**src/rtl/icache_direct_if.sv**
```systemverilog
// -----------------------------------------------------------------------------
// icache_direct_if
//   Groups the fetcher-side and memory-controller-side signals of the
//   direct-mapped instruction cache into one bundle.
//
//   master : environment view (instruction fetcher + memory controller)
//   slave  : cache view
//
//   clear          fetcher -> cache   pipeline flush, aborts outstanding fetch
//   fetch_req      fetcher -> cache   request, held until inst_ready
//   fetch_pc       fetcher -> cache   fetch address, bits [1:0] ignored
//   inst_ready     cache -> fetcher   one-cycle pulse, inst_out valid
//   inst_out       cache -> fetcher   instruction word
//   mem_if_enable  cache -> memctrl   word fetch request, held until mem_if_ready
//   mem_inst_addr  cache -> memctrl   word-aligned fetch address
//   mem_if_ready   memctrl -> cache   mem_inst valid this cycle
//   mem_inst       memctrl -> cache   fetched word
// -----------------------------------------------------------------------------
interface icache_direct_if;
   logic        clear;
   logic        fetch_req;
   logic [31:0] fetch_pc;
   logic        inst_ready;
   logic [31:0] inst_out;
   logic        mem_if_enable;
   logic [31:0] mem_inst_addr;
   logic        mem_if_ready;
   logic [31:0] mem_inst;

   modport master (
      output clear, fetch_req, fetch_pc, mem_if_ready, mem_inst,
      input  inst_ready, inst_out, mem_if_enable, mem_inst_addr
   );

   modport slave (
      input  clear, fetch_req, fetch_pc, mem_if_ready, mem_inst,
      output inst_ready, inst_out, mem_if_enable, mem_inst_addr
   );
endinterface

```
**src/rtl/icache_direct.sv**
```systemverilog
// -----------------------------------------------------------------------------
// icache_direct
//   Direct-mapped, one-word-per-line, read-only instruction cache sitting
//   between the instruction fetcher and the memory controller's instruction
//   port. Hits return in one cycle; a miss issues a single word fetch, fills
//   the line and forwards the word.
//
// Ports
//   clk_in      system clock
//   rst_in      synchronous active-high reset
//   rdy_in      global ready; all state frozen while low
//   bus         icache_direct_if.slave (fetch + memory handshakes)
//   hit_count   (ICACHE_STAT_EN only) accepted-hit counter
//   miss_count  (ICACHE_STAT_EN only) accepted-miss counter
//
// Parameters
//   INDEX_WIDTH  log2 of line count
//   ADDR_WIDTH   significant PC bits;
//                tag = pc[ADDR_WIDTH-1:INDEX_WIDTH+2], index = pc[INDEX_WIDTH+1:2]
//
// Optional feature macro: ICACHE_STAT_EN (hit/miss statistics counters)
//
// State | meaning
// ------+------------------------------------------------------------------
// IDLE  | no fill outstanding; lookup on each accepted request
// MISS  | word fetch outstanding at latched index/tag, waiting mem_if_ready
// -----------------------------------------------------------------------------
module icache_direct #(
   parameter int INDEX_WIDTH = 6,
   parameter int ADDR_WIDTH  = 18
) (
   input  logic             clk_in,
   input  logic             rst_in,
   input  logic             rdy_in,
   icache_direct_if.slave   bus
`ifdef ICACHE_STAT_EN
   ,
   output logic [31:0]      hit_count,
   output logic [31:0]      miss_count
`endif
);

   localparam int LINES = 1 << INDEX_WIDTH;
   localparam int TAG_W = ADDR_WIDTH - INDEX_WIDTH - 2;

   typedef enum logic {
      S_IDLE = 1'b0,
      S_MISS = 1'b1
   } state_t;

   state_t                 r_state;
   state_t                 w_state_next;

   logic [LINES-1:0]       r_valid;
   logic [TAG_W-1:0]       r_tag  [LINES];
   logic [31:0]            r_data [LINES];

   logic                   r_inst_ready;
   logic [31:0]            r_inst_out;
   logic                   r_mem_if_enable;
   logic [31:0]            r_mem_inst_addr;
   logic [INDEX_WIDTH-1:0] r_miss_idx;
   logic [TAG_W-1:0]       r_miss_tag;

   logic                   w_inst_ready_next;
   logic [31:0]            w_inst_out_next;
   logic                   w_mem_en_next;
   logic [31:0]            w_mem_addr_next;
   logic [INDEX_WIDTH-1:0] w_miss_idx_next;
   logic [TAG_W-1:0]       w_miss_tag_next;
   logic                   w_fill;
   logic                   w_acc_hit;
   logic                   w_acc_miss;

   logic [INDEX_WIDTH-1:0] w_idx;
   logic [TAG_W-1:0]       w_tag;
   logic                   w_hit;
   logic                   w_unused_pc_lsb;

   assign w_idx = bus.fetch_pc[INDEX_WIDTH+1:2];
   assign w_tag = bus.fetch_pc[ADDR_WIDTH-1:INDEX_WIDTH+2];
   assign w_hit = r_valid[w_idx] && (r_tag[w_idx] == w_tag);

   // Byte offset within the word never matters for an instruction fetch.
   assign w_unused_pc_lsb = ^bus.fetch_pc[1:0];

   assign bus.inst_ready    = r_inst_ready;
   assign bus.inst_out      = r_inst_out;
   assign bus.mem_if_enable = r_mem_if_enable;
   assign bus.mem_inst_addr = r_mem_inst_addr;

   always_ff @(posedge clk_in) begin
      if (rst_in) begin
         r_state <= S_IDLE;
      end else if (rdy_in) begin
         r_state <= w_state_next;
      end
   end

   always_comb begin
      w_state_next      = r_state;
      w_inst_ready_next = 1'b0;
      w_inst_out_next   = r_inst_out;
      w_mem_en_next     = r_mem_if_enable;
      w_mem_addr_next   = r_mem_inst_addr;
      w_miss_idx_next   = r_miss_idx;
      w_miss_tag_next   = r_miss_tag;
      w_fill            = 1'b0;
      w_acc_hit         = 1'b0;
      w_acc_miss        = 1'b0;

      // The memory controller sees the same clear and drops its transaction,
      // so a word arriving in a clear cycle is discarded rather than filled.
      if (bus.clear) begin
         w_state_next  = S_IDLE;
         w_mem_en_next = 1'b0;
      end else begin
         case (r_state)
            S_IDLE: begin
               // inst_ready high means the fetcher is only now moving to its
               // next pc; the current fetch_pc is stale for one cycle.
               if (bus.fetch_req && !r_inst_ready) begin
                  if (w_hit) begin
                     w_inst_ready_next = 1'b1;
                     w_inst_out_next   = r_data[w_idx];
                     w_acc_hit         = 1'b1;
                  end else begin
                     w_mem_en_next   = 1'b1;
                     w_mem_addr_next = {bus.fetch_pc[31:2], 2'b00};
                     w_miss_idx_next = w_idx;
                     w_miss_tag_next = w_tag;
                     w_acc_miss      = 1'b1;
                     w_state_next    = S_MISS;
                  end
               end
            end
            S_MISS: begin
               if (bus.mem_if_ready) begin
                  w_fill            = 1'b1;
                  w_inst_ready_next = 1'b1;
                  w_inst_out_next   = bus.mem_inst;
                  w_mem_en_next     = 1'b0;
                  w_state_next      = S_IDLE;
               end
            end
            default: begin
               w_state_next = S_IDLE;
            end
         endcase
      end
   end

   always_ff @(posedge clk_in) begin
      if (rst_in) begin
         r_inst_ready    <= 1'b0;
         r_inst_out      <= '0;
         r_mem_if_enable <= 1'b0;
         r_mem_inst_addr <= '0;
         r_miss_idx      <= '0;
         r_miss_tag      <= '0;
         r_valid         <= '0;
      end else if (rdy_in) begin
         r_inst_ready    <= w_inst_ready_next;
         r_inst_out      <= w_inst_out_next;
         r_mem_if_enable <= w_mem_en_next;
         r_mem_inst_addr <= w_mem_addr_next;
         r_miss_idx      <= w_miss_idx_next;
         r_miss_tag      <= w_miss_tag_next;
         if (w_fill) begin
            r_valid[r_miss_idx] <= 1'b1;
         end
      end
   end

   // Tag/data arrays carry no reset; valid bits alone decide hits.
   always_ff @(posedge clk_in) begin
      if (!rst_in && rdy_in && w_fill) begin
         r_tag[r_miss_idx]  <= r_miss_tag;
         r_data[r_miss_idx] <= bus.mem_inst;
      end
   end

`ifdef ICACHE_STAT_EN
   logic [31:0] r_hit_count;
   logic [31:0] r_miss_count;

   always_ff @(posedge clk_in) begin
      if (rst_in) begin
         r_hit_count  <= '0;
         r_miss_count <= '0;
      end else if (rdy_in) begin
         if (w_acc_hit) begin
            r_hit_count <= r_hit_count + 32'd1;
         end
         if (w_acc_miss) begin
            r_miss_count <= r_miss_count + 32'd1;
         end
      end
   end

   assign hit_count  = r_hit_count;
   assign miss_count = r_miss_count;
`else
   logic w_unused_stat;
   assign w_unused_stat = w_acc_hit ^ w_acc_miss;
`endif

endmodule

```
**src/flat_wrapper.sv**
```systemverilog
// flat-port wrapper written by rule: the top's interface ports become plain ports
module icache_direct_flat 
#(
   parameter int INDEX_WIDTH = 6,
   parameter int ADDR_WIDTH  = 18
)
  (clk_in, rst_in, rdy_in, bus_clear, bus_fetch_req, bus_fetch_pc, bus_mem_if_ready, bus_mem_inst, bus_inst_ready, bus_inst_out, bus_mem_if_enable, bus_mem_inst_addr);
  icache_direct_if bus_i ();
  input  logic clk_in;
  input  logic rst_in;
  input  logic rdy_in;
  input wire logic [$bits(bus_i.clear)-1:0] bus_clear;
  input wire logic [$bits(bus_i.fetch_req)-1:0] bus_fetch_req;
  input wire logic [$bits(bus_i.fetch_pc)-1:0] bus_fetch_pc;
  input wire logic [$bits(bus_i.mem_if_ready)-1:0] bus_mem_if_ready;
  input wire logic [$bits(bus_i.mem_inst)-1:0] bus_mem_inst;
  output wire logic [$bits(bus_i.inst_ready)-1:0] bus_inst_ready;
  output wire logic [$bits(bus_i.inst_out)-1:0] bus_inst_out;
  output wire logic [$bits(bus_i.mem_if_enable)-1:0] bus_mem_if_enable;
  output wire logic [$bits(bus_i.mem_inst_addr)-1:0] bus_mem_inst_addr;
  assign bus_i.clear = bus_clear;
  assign bus_i.fetch_req = bus_fetch_req;
  assign bus_i.fetch_pc = bus_fetch_pc;
  assign bus_i.mem_if_ready = bus_mem_if_ready;
  assign bus_i.mem_inst = bus_mem_inst;
  assign bus_inst_ready = bus_i.inst_ready;
  assign bus_inst_out = bus_i.inst_out;
  assign bus_mem_if_enable = bus_i.mem_if_enable;
  assign bus_mem_inst_addr = bus_i.mem_inst_addr;
  icache_direct #(.INDEX_WIDTH(INDEX_WIDTH), .ADDR_WIDTH(ADDR_WIDTH)) u_core (.clk_in(clk_in), .rst_in(rst_in), .rdy_in(rdy_in), .bus(bus_i));
endmodule
```
**config.mk**
```make
export PLATFORM = sky130hd
export DESIGN_NAME = icache_direct_flat
export DESIGN_NICKNAME = d
export VERILOG_FILES = /design/src/rtl/icache_direct_if.sv /design/src/rtl/icache_direct.sv /design/src/flat_wrapper.sv
export SDC_FILE = /design/constraint.sdc
export NUM_CORES = 2
export LEC_CHECK = 0
export ABC_AREA = 1
export BUFFER_PORTS_ARGS = -buffer_cell sky130_fd_sc_hd__buf_2
export CAP_MARGIN = 15
export CORE_MARGIN = 5
export CORE_UTILIZATION = 30
export CTS_CLUSTER_DIAMETER = 60
export CTS_CLUSTER_SIZE = 12
export DETAILED_ROUTE_END_ITERATION = 16
export HOLD_SLACK_MARGIN = 0.1
export PLACE_DENSITY = 0.54
export REMOVE_ABC_BUFFERS = 1
export SLEW_MARGIN = 25
export SYNTH_ARGS = -nofsm -noshare
export SYNTH_HDL_FRONTEND = slang
export SYNTH_SLANG_ARGS = --single-unit
export TNS_END_PERCENT = 1
```
**constraint.sdc**
```tcl
create_clock -name clk_in -period 5.05 [get_ports clk_in]
set_input_delay 1.2625 -clock clk_in [delete_from_list [all_inputs] [get_ports clk_in]]
set_output_delay 1.2625 -clock clk_in [all_outputs]
set_load 0.05 [all_outputs]
```
# Yosys cells after proc, flatten, opt, wreduce, memory -nomap -nowiden
# Memory sizes are Yosys's and may differ from the RTL's.
# Cells that the tools add are included.
[word_totals] register_bits=145 memories=2 input_bits=70 output_inout_bits=66 wordCells=62 ram_bits=2688
[mem_list] name="u_core.r_data" words=64 width=32 rd=1 rd_ports_with_merged_regs=0 write_ports=1 line_no="icache_direct.sv:56" text="logic [31:0] r_data [LINES];"
[mem_list] name="u_core.r_tag" words=64 width=10 rd=1 rd_ports_with_merged_regs=0 write_ports=1 line_no="icache_direct.sv:55" text="logic [TAG_W-1:0] r_tag [LINES];"
[op_classes] muxes=27 n_eq_ne=7 bitwise_logic=4 magnitude_cmp=3 n_reduce_logical=11
[op_table] operator="two-way mux 32 bit" n=3
[op_table] operator="OR 64 bit" n=1
[op_table] operator="one-hot mux 32 bit (2 select lines)" n=1
[op_table] operator="two-way mux 1 bit" n=18
[op_table] operator="< comparator 6 x 7 -> 1 bit, second input constant" n=2
[op_table] operator="equality test 10 bit" n=1
[op_table] operator="AND reduction 5 bit" n=2
[op_table] operator="binary-select mux 1 bit (select 6 bit)" n=1
[op_table] operator="demux 1 bit (select 6 bit)" n=1
[op_table] operator=">= comparator 6 x 1 -> 1 bit, second input constant" n=1
[op_table] operator="!= test 3 bit, second input constant" n=2
[op_table] operator="one-hot mux 1 bit (2 select lines)" n=3
[op_table] operator="logical AND 1 bit" n=5
[op_table] operator="!= test 2 x 1 -> 1 bit, second input constant" n=2
[op_table] operator="AND reduction 4 bit" n=1
[op_table] operator="!= test 3 x 2 -> 1 bit, second input constant" n=1
[op_table] operator="NOT 1 bit" n=3
[op_table] operator="logical NOT 1 bit" n=2
[op_table] operator="!= test 2 bit, second input constant" n=1
[op_table] operator="AND reduction 2 bit" n=1

# Logic depth before layout (Yosys ltp)
[logic_depth] word_depth=7 depth_mapped=25 ltp_nobuf=21

# Worst setup path before layout
# OpenSTA, ideal clock, no wires.
[synth_path] kind="input to register" start="input rst_in" end="memory u_core.r_data[10][0] (enable)" arrival_time_ns=4.222 path_slack_ns=0.386 t_required_ns=4.608 path_stages=5 path_cell_list="clkbuf_1 -> nor3_1 -> nand4_1 -> clkbuf_1 -> nor2_1"
[synth_via] elab_chain_len=5
[synth_rtl] item="from (decl)" line_no="flat_wrapper.sv:10" text="input logic rst_in;"
[synth_rtl] item="logical NOT 1 bit" line_no="icache_direct.sv:177" text="if (!rst_in && rdy_in && w_fill) begin"
[synth_rtl] item="logical AND 1 bit (2 in series)" line_no="icache_direct.sv:177"
[synth_rtl] item="two-way mux 1 bit" line_no="icache_direct.sv:177"
[synth_rtl] item="two-way mux 1 bit (implied by the code)" line_no="icache_direct.sv:179" text="r_data[r_miss_idx] <= bus.mem_inst;"
[synth_rtl] item="to (decl)" line_no="icache_direct.sv:56"
# No other way between the ends.

# Worst setup path in the final report
[layout_path] start="input bus_fetch_pc[2]" end="register u_core.r_inst_out[16] (netlist: u_core.bus.inst_out[16])"
[layout_via] elab_chain_len=5 word_cells_on_any_way=11 classes_between="eq/ne (2); mux (5); reduce/logical (2); memory (2)"
[layout_rtl] item="from (decl)" line_no="flat_wrapper.sv:14" text="input wire logic [$bits(bus_i.fetch_pc)-1:0] bus_fetch_pc;"
[layout_rtl] item="memory (64 x 10 bit) / binary-select mux 1 bit (select 6 bit) (equally long branches)"
[layout_rtl] item="equality test 10 bit / two-way mux 1 bit (equally long branches)" line_no="icache_direct.sv:82" text="assign w_hit = r_valid[w_idx] && (r_tag[w_idx] == w_tag);"
[layout_rtl] item="logical AND 1 bit" line_no="icache_direct.sv:82"
[layout_rtl] item="!= test 2 x 1 -> 1 bit (no source line)"
[layout_rtl] item="AND reduction 5 bit (no source line)"
[layout_rtl] item="to (signal assigned)" line_no="icache_direct.sv:164" text="r_inst_out <= w_inst_out_next;"
[layout_rtl] item="to (decl)" line_no="icache_direct.sv:59" text="logic [31:0] r_inst_out;"
# Parallel ways exist; a longest one is shown, timed or not. The select of a mux whose other input is x is not followed.
# A chain may end at the register's enable or synchronous reset.

==> summary.txt <==
Worst hold path
  • Min-delay worst type: flop to flop

Floorplanning
  • FP Rows: 223
  • I/O pins: 136
  • Core Box Area: 369,000 µm²
  • Height of the die: 618 µm
  • Die area: 382,000 µm²
  • Starting Density: 0.301
  • Die Wd: 618 µm

STA
  • Final Slew Violations: 0
  • Total negative slack: 0 ps
  • Max Clk Rate: 251 MHz
  • Final Hold Vio Count: 0
  • Final worst-path cycle share: 0.788
  • Worst-margin pin slew: 1030 ps
  • Final hold slack: 448 ps
  • Clock skew: 62.3 ps
  • Max_slew headroom: 0.312
  • Setup ws final: 1070 ps
  • # setup viols final: 0
  • Post-route minimum period: 3980 ps
  • RSZ-0062 raised after global routing: false

GRT
  • Initial antenna violation count: 13
  • First-pass GRT wire length: 518,000 µm
  • All-layer global routing usage: 0.185
  • Number of global-route vias before repair: 71,300
  • Largest net degree at the start of global routing: 173
  • Grt ovf: 0

Logic synthesis
  • Syn Area/Cell: 12.6 µm²
  • Mapped cell area: 111,000 µm²
  • Sequential fraction of the synthesis area: 0.750
  • Post-synthesis cell type count: 38
  • Simple-gate share of the synthesized area: 0.120
  • Largest family of logic cells by synthesized area: simple AND/OR/NAND/NOR gates
  • Mux contribution to synthesized area: 0.000180
  • Complex-gate fraction of the synthesized area: 0.102
  • Seq cells post-synth: 2,817
  • Yosys warning total: 0
  • Post-synth top flop: edfxtp_1
  • Fraction of registers with async set/reset: 0
  • XOR/XNOR Fraction of Synth Area: 0
  • EDFF count, synth: 2,688
  • Post-Synth Adder-Cell Area: 0
  • Synth Instances: 8,800

Setup path
  • Worst Setup SP: bus_fetch_pc[2]
  • Worst Path Max Fanout: 51
  • Worst setup path end: u_core.bus.inst_out[16]$_SDFFE_PP0P_
  • Worst path max stage delay: 380 ps
  • Crit path max-delay cell type: inv_8
  • Worst R2R Setup Slack: 2020 ps
  • Delay-heaviest family, CP: simple AND/OR/NAND/NOR gates
  • Bufs and invs on worst path: 5
  • CP required: 5800 ps
  • Cell Chain, Critical Path: buf_8 -> inv_8 -> buf_12 -> buf_12 -> nand2_1 -> nand3_1 -> nand3_1 -> nand3_1 -> nand2_1 -> nand2_1 -> nand3_1 -> nand2_1 -> nand2_1 -> nor2_1 -> nand2_1 -> nor2_2 -> nand3_2 -> nand2_4 -> nand2_4 -> buf_12 -> nor2_1 -> nor2_1
  • Worst reg-to-reg path cell count: 6
  • CP Capture Type: flop
  • Startpoint Class: primary input
  • Crit path DAT: 4730 ps
  • Setup Crit Path Kind: primary input to flop
  • Critical Path Stages: 22
  • Reg2reg start: u_core.r_state$_SDFFE_PP0P_
  • RR Endpoint: u_core.bus.inst_out[11]$_SDFFE_PP0P_
  • Crit path top cell by count: nand2_1

Routing
  • DRC: 0
  • Remaining antenna violation count: 0
  • Avg WL per Cell: 26.6 µm
  • DRT Wirelength: 369,000 µm
  • DRT iter0 DRCs: 8,905
  • Vias: 74,500
  • Via-to-Cell Ratio: 5.37
  • Drt pass-1 iters: 6

Place
  • Port bufs: 131
  • Post-placement setup slack: 198 ps
  • Gp weighted congestion: 0.784
  • Post-DP HPWL: 179,000 µm

Pwr
  • LEAKAGE: 40.4 nW
  • Power Dens Cells: 371 nW/µm²
  • Sw Pwr: 10.5 mW
  • Post-layout power: 47.1 mW
  • Net Sw Frac: 0.223
  • Combinational power share: 0.060
  • Int Power: 36.6 mW
  • Seq pwr share: 0.543
  • Clock power frac: 0.396
  • VDD IR-drop max: 0.250 mV

Layout
  • Commonest non-fill, non-tap cell in the layout: edfxtp_1
  • Fraction of layout cells with a size suffix above 1: 0.0944
  • Final core utilization: 0.344
  • Fin nets: 8,918
  • P&R area growth vs syn: 14.2%
  • Highest-count cells in the layout ignoring fill and taps: edfxtp_1 (2,688), nor2_1 (1,363), o21ai_0 (1,301), nand2_1 (1,012), nand3_1 (744)

Clocking
  • CTS Sinks: 2,817
  • H-tree levels: 5
  • CTS Buf Count: 281
  • CTS hold repair buffers: 0
  • Clock transition at the registers of the reported paths: 60 ps
  • Clk_lat worst skew: 860 ps
  • Post-CTS setup buffer count: 0
  • CTS tree: built
  • Root Buffer: clkbuf_16
  • Post_cts resized: 0
  • Longest Clk Path Bufs: 4

Outcome
  • Run status: completed

Run
  • Max-cap viol count: 0
## through the flow
step,area [µm²],std cells
floorplan,108000,8146
global placement,119000,13500
detailed placement,119000,13500
CTS,127000,13900
global route,127000,13900
finish,127000,13900
## routing by layer
| layer | vias to the layer above | GRT usage | wire length, µm |
|---|---|---|---|
| li1 | 32400 | - | - |
| met1 | 37800 | 0.232 | 144000 |
| met2 | 3468 | 0.318 | 181000 |
| met3 | 765 | 0.0241 | 25900 |
| met4 | 6 | 0.0815 | 17800 |
| met5 | - | 0 | 37 |
## final cells by class
cell class,instances,area (µm²)
clock inverter,23,241
timing repair buffer,419,4260
inverter,61,267
multi-input combinational,5268,25100
tap,4950,6190
fill,35600,242000
clock buffer,320,7370
sequential,2817,83300
antenna,4,10.0
## cell families after synthesis
group / Yosys count
other: 1
AO/OA/AOI/OAI: 2017
multiplexers: 2
AND/OR/NAND/NOR: 3247
buffers and inverters: 716
flip-flops: 2817
## worst reg2reg max path, delay by kind of cell (launching register included)
family          cells  cell delay, ps
compound gates      1             480
buf+inv             3            1920
flops               1             330
simple gates        2             240
## power by group through the flow
stage	Sequential [mW]	Clock [mW]	Combinational, mW
2_1_floorplan	26.1	0	1.43
3_3_place_gp	26.1	0	2.77
3_5_place_dp	26.1	0	2.82
4_1_cts	25.6	19.0	2.82
5_1_grt	25.6	19.9	3.08
6_report	25.6	18.7	2.84
## state kept, by name (all words and copies together), names as in the netlist
name,flops
u_core.r_state,1
u_core.r_data,2048
u_core.r_miss_tag,9
u_core.r_valid,64
u_core.bus.inst_out,32
u_core.r_tag,640
u_core.bus.inst_ready,1
u_core.bus.mem_inst_addr,16
u_core.bus.mem_if_enable,1
u_core.r_miss_idx,5
## worst min path at each step
stage | startpoint | depth (start not counted) | end | slack (ps)
3_3_place_gp | u_core.r_valid[19]$_SDFFE_PP0P_ | 2 | u_core.r_valid[19]$_SDFFE_PP0P_ | 440
3_5_place_dp | u_core.r_valid[27]$_SDFFE_PP0P_ | 2 | u_core.r_valid[27]$_SDFFE_PP0P_ | 440
5_1_grt | u_core.bus.mem_inst_addr[29]$_SDFFE_PP0P_ | 2 | u_core.bus.mem_inst_addr[29]$_SDFFE_PP0P_ | 470
4_1_cts | u_core.bus.mem_if_enable$_SDFFE_PP0P_ | 2 | u_core.bus.mem_if_enable$_SDFFE_PP0P_ | 450
6_report | u_core.bus.mem_if_enable$_SDFFE_PP0P_ | 2 | u_core.bus.mem_if_enable$_SDFFE_PP0P_ | 450
2_1_floorplan | u_core.r_valid[17]$_SDFFE_PP0P_ | 2 | u_core.r_valid[17]$_SDFFE_PP0P_ | 430
## synth_stat cells, types with 2 or more instances
library cell / n / share of area
a21oi_1: 49 / 0.0022
a31oi_1: 19 / 0.0011
buf_1: 35 / 0.0012
buf_2: 202 / 0.0091
buf_4: 20 / 0.0014
buf_6: 16 / 0.0016
buf_8: 2 / 0.00027
clkbuf_1: 379 / 0.013
clkinv_1: 2 / 0.000068
dfxtp_1: 129 / 0.023
edfxtp_1: 2688 / 0.73
inv_1: 56 / 0.0019
inv_2: 3 / 0.00010
mux2i_1: 2 / 0.00018
nand2_1: 1012 / 0.034
nand2_2: 2 / 0.00011
nand3_1: 752 / 0.034
nand3_2: 2 / 0.00018
nand3b_1: 3 / 0.00020
nand4_1: 34 / 0.0019
nor2_1: 1429 / 0.048
nor2_2: 6 / 0.00034
nor3_1: 3 / 0.00014
o211ai_1: 31 / 0.0021
o21ai_0: 1301 / 0.059
o21ai_1: 2 / 0.000090
o21bai_1: 2 / 0.00014
o221ai_1: 100 / 0.0079
o22ai_1: 485 / 0.027
o311ai_0: 6 / 0.00047
o311ai_1: 2 / 0.00016
o31ai_1: 3 / 0.00020
o32ai_1: 16 / 0.0013
or2_2: 3 / 0.00017
Power figures use the tool's default switching activity.
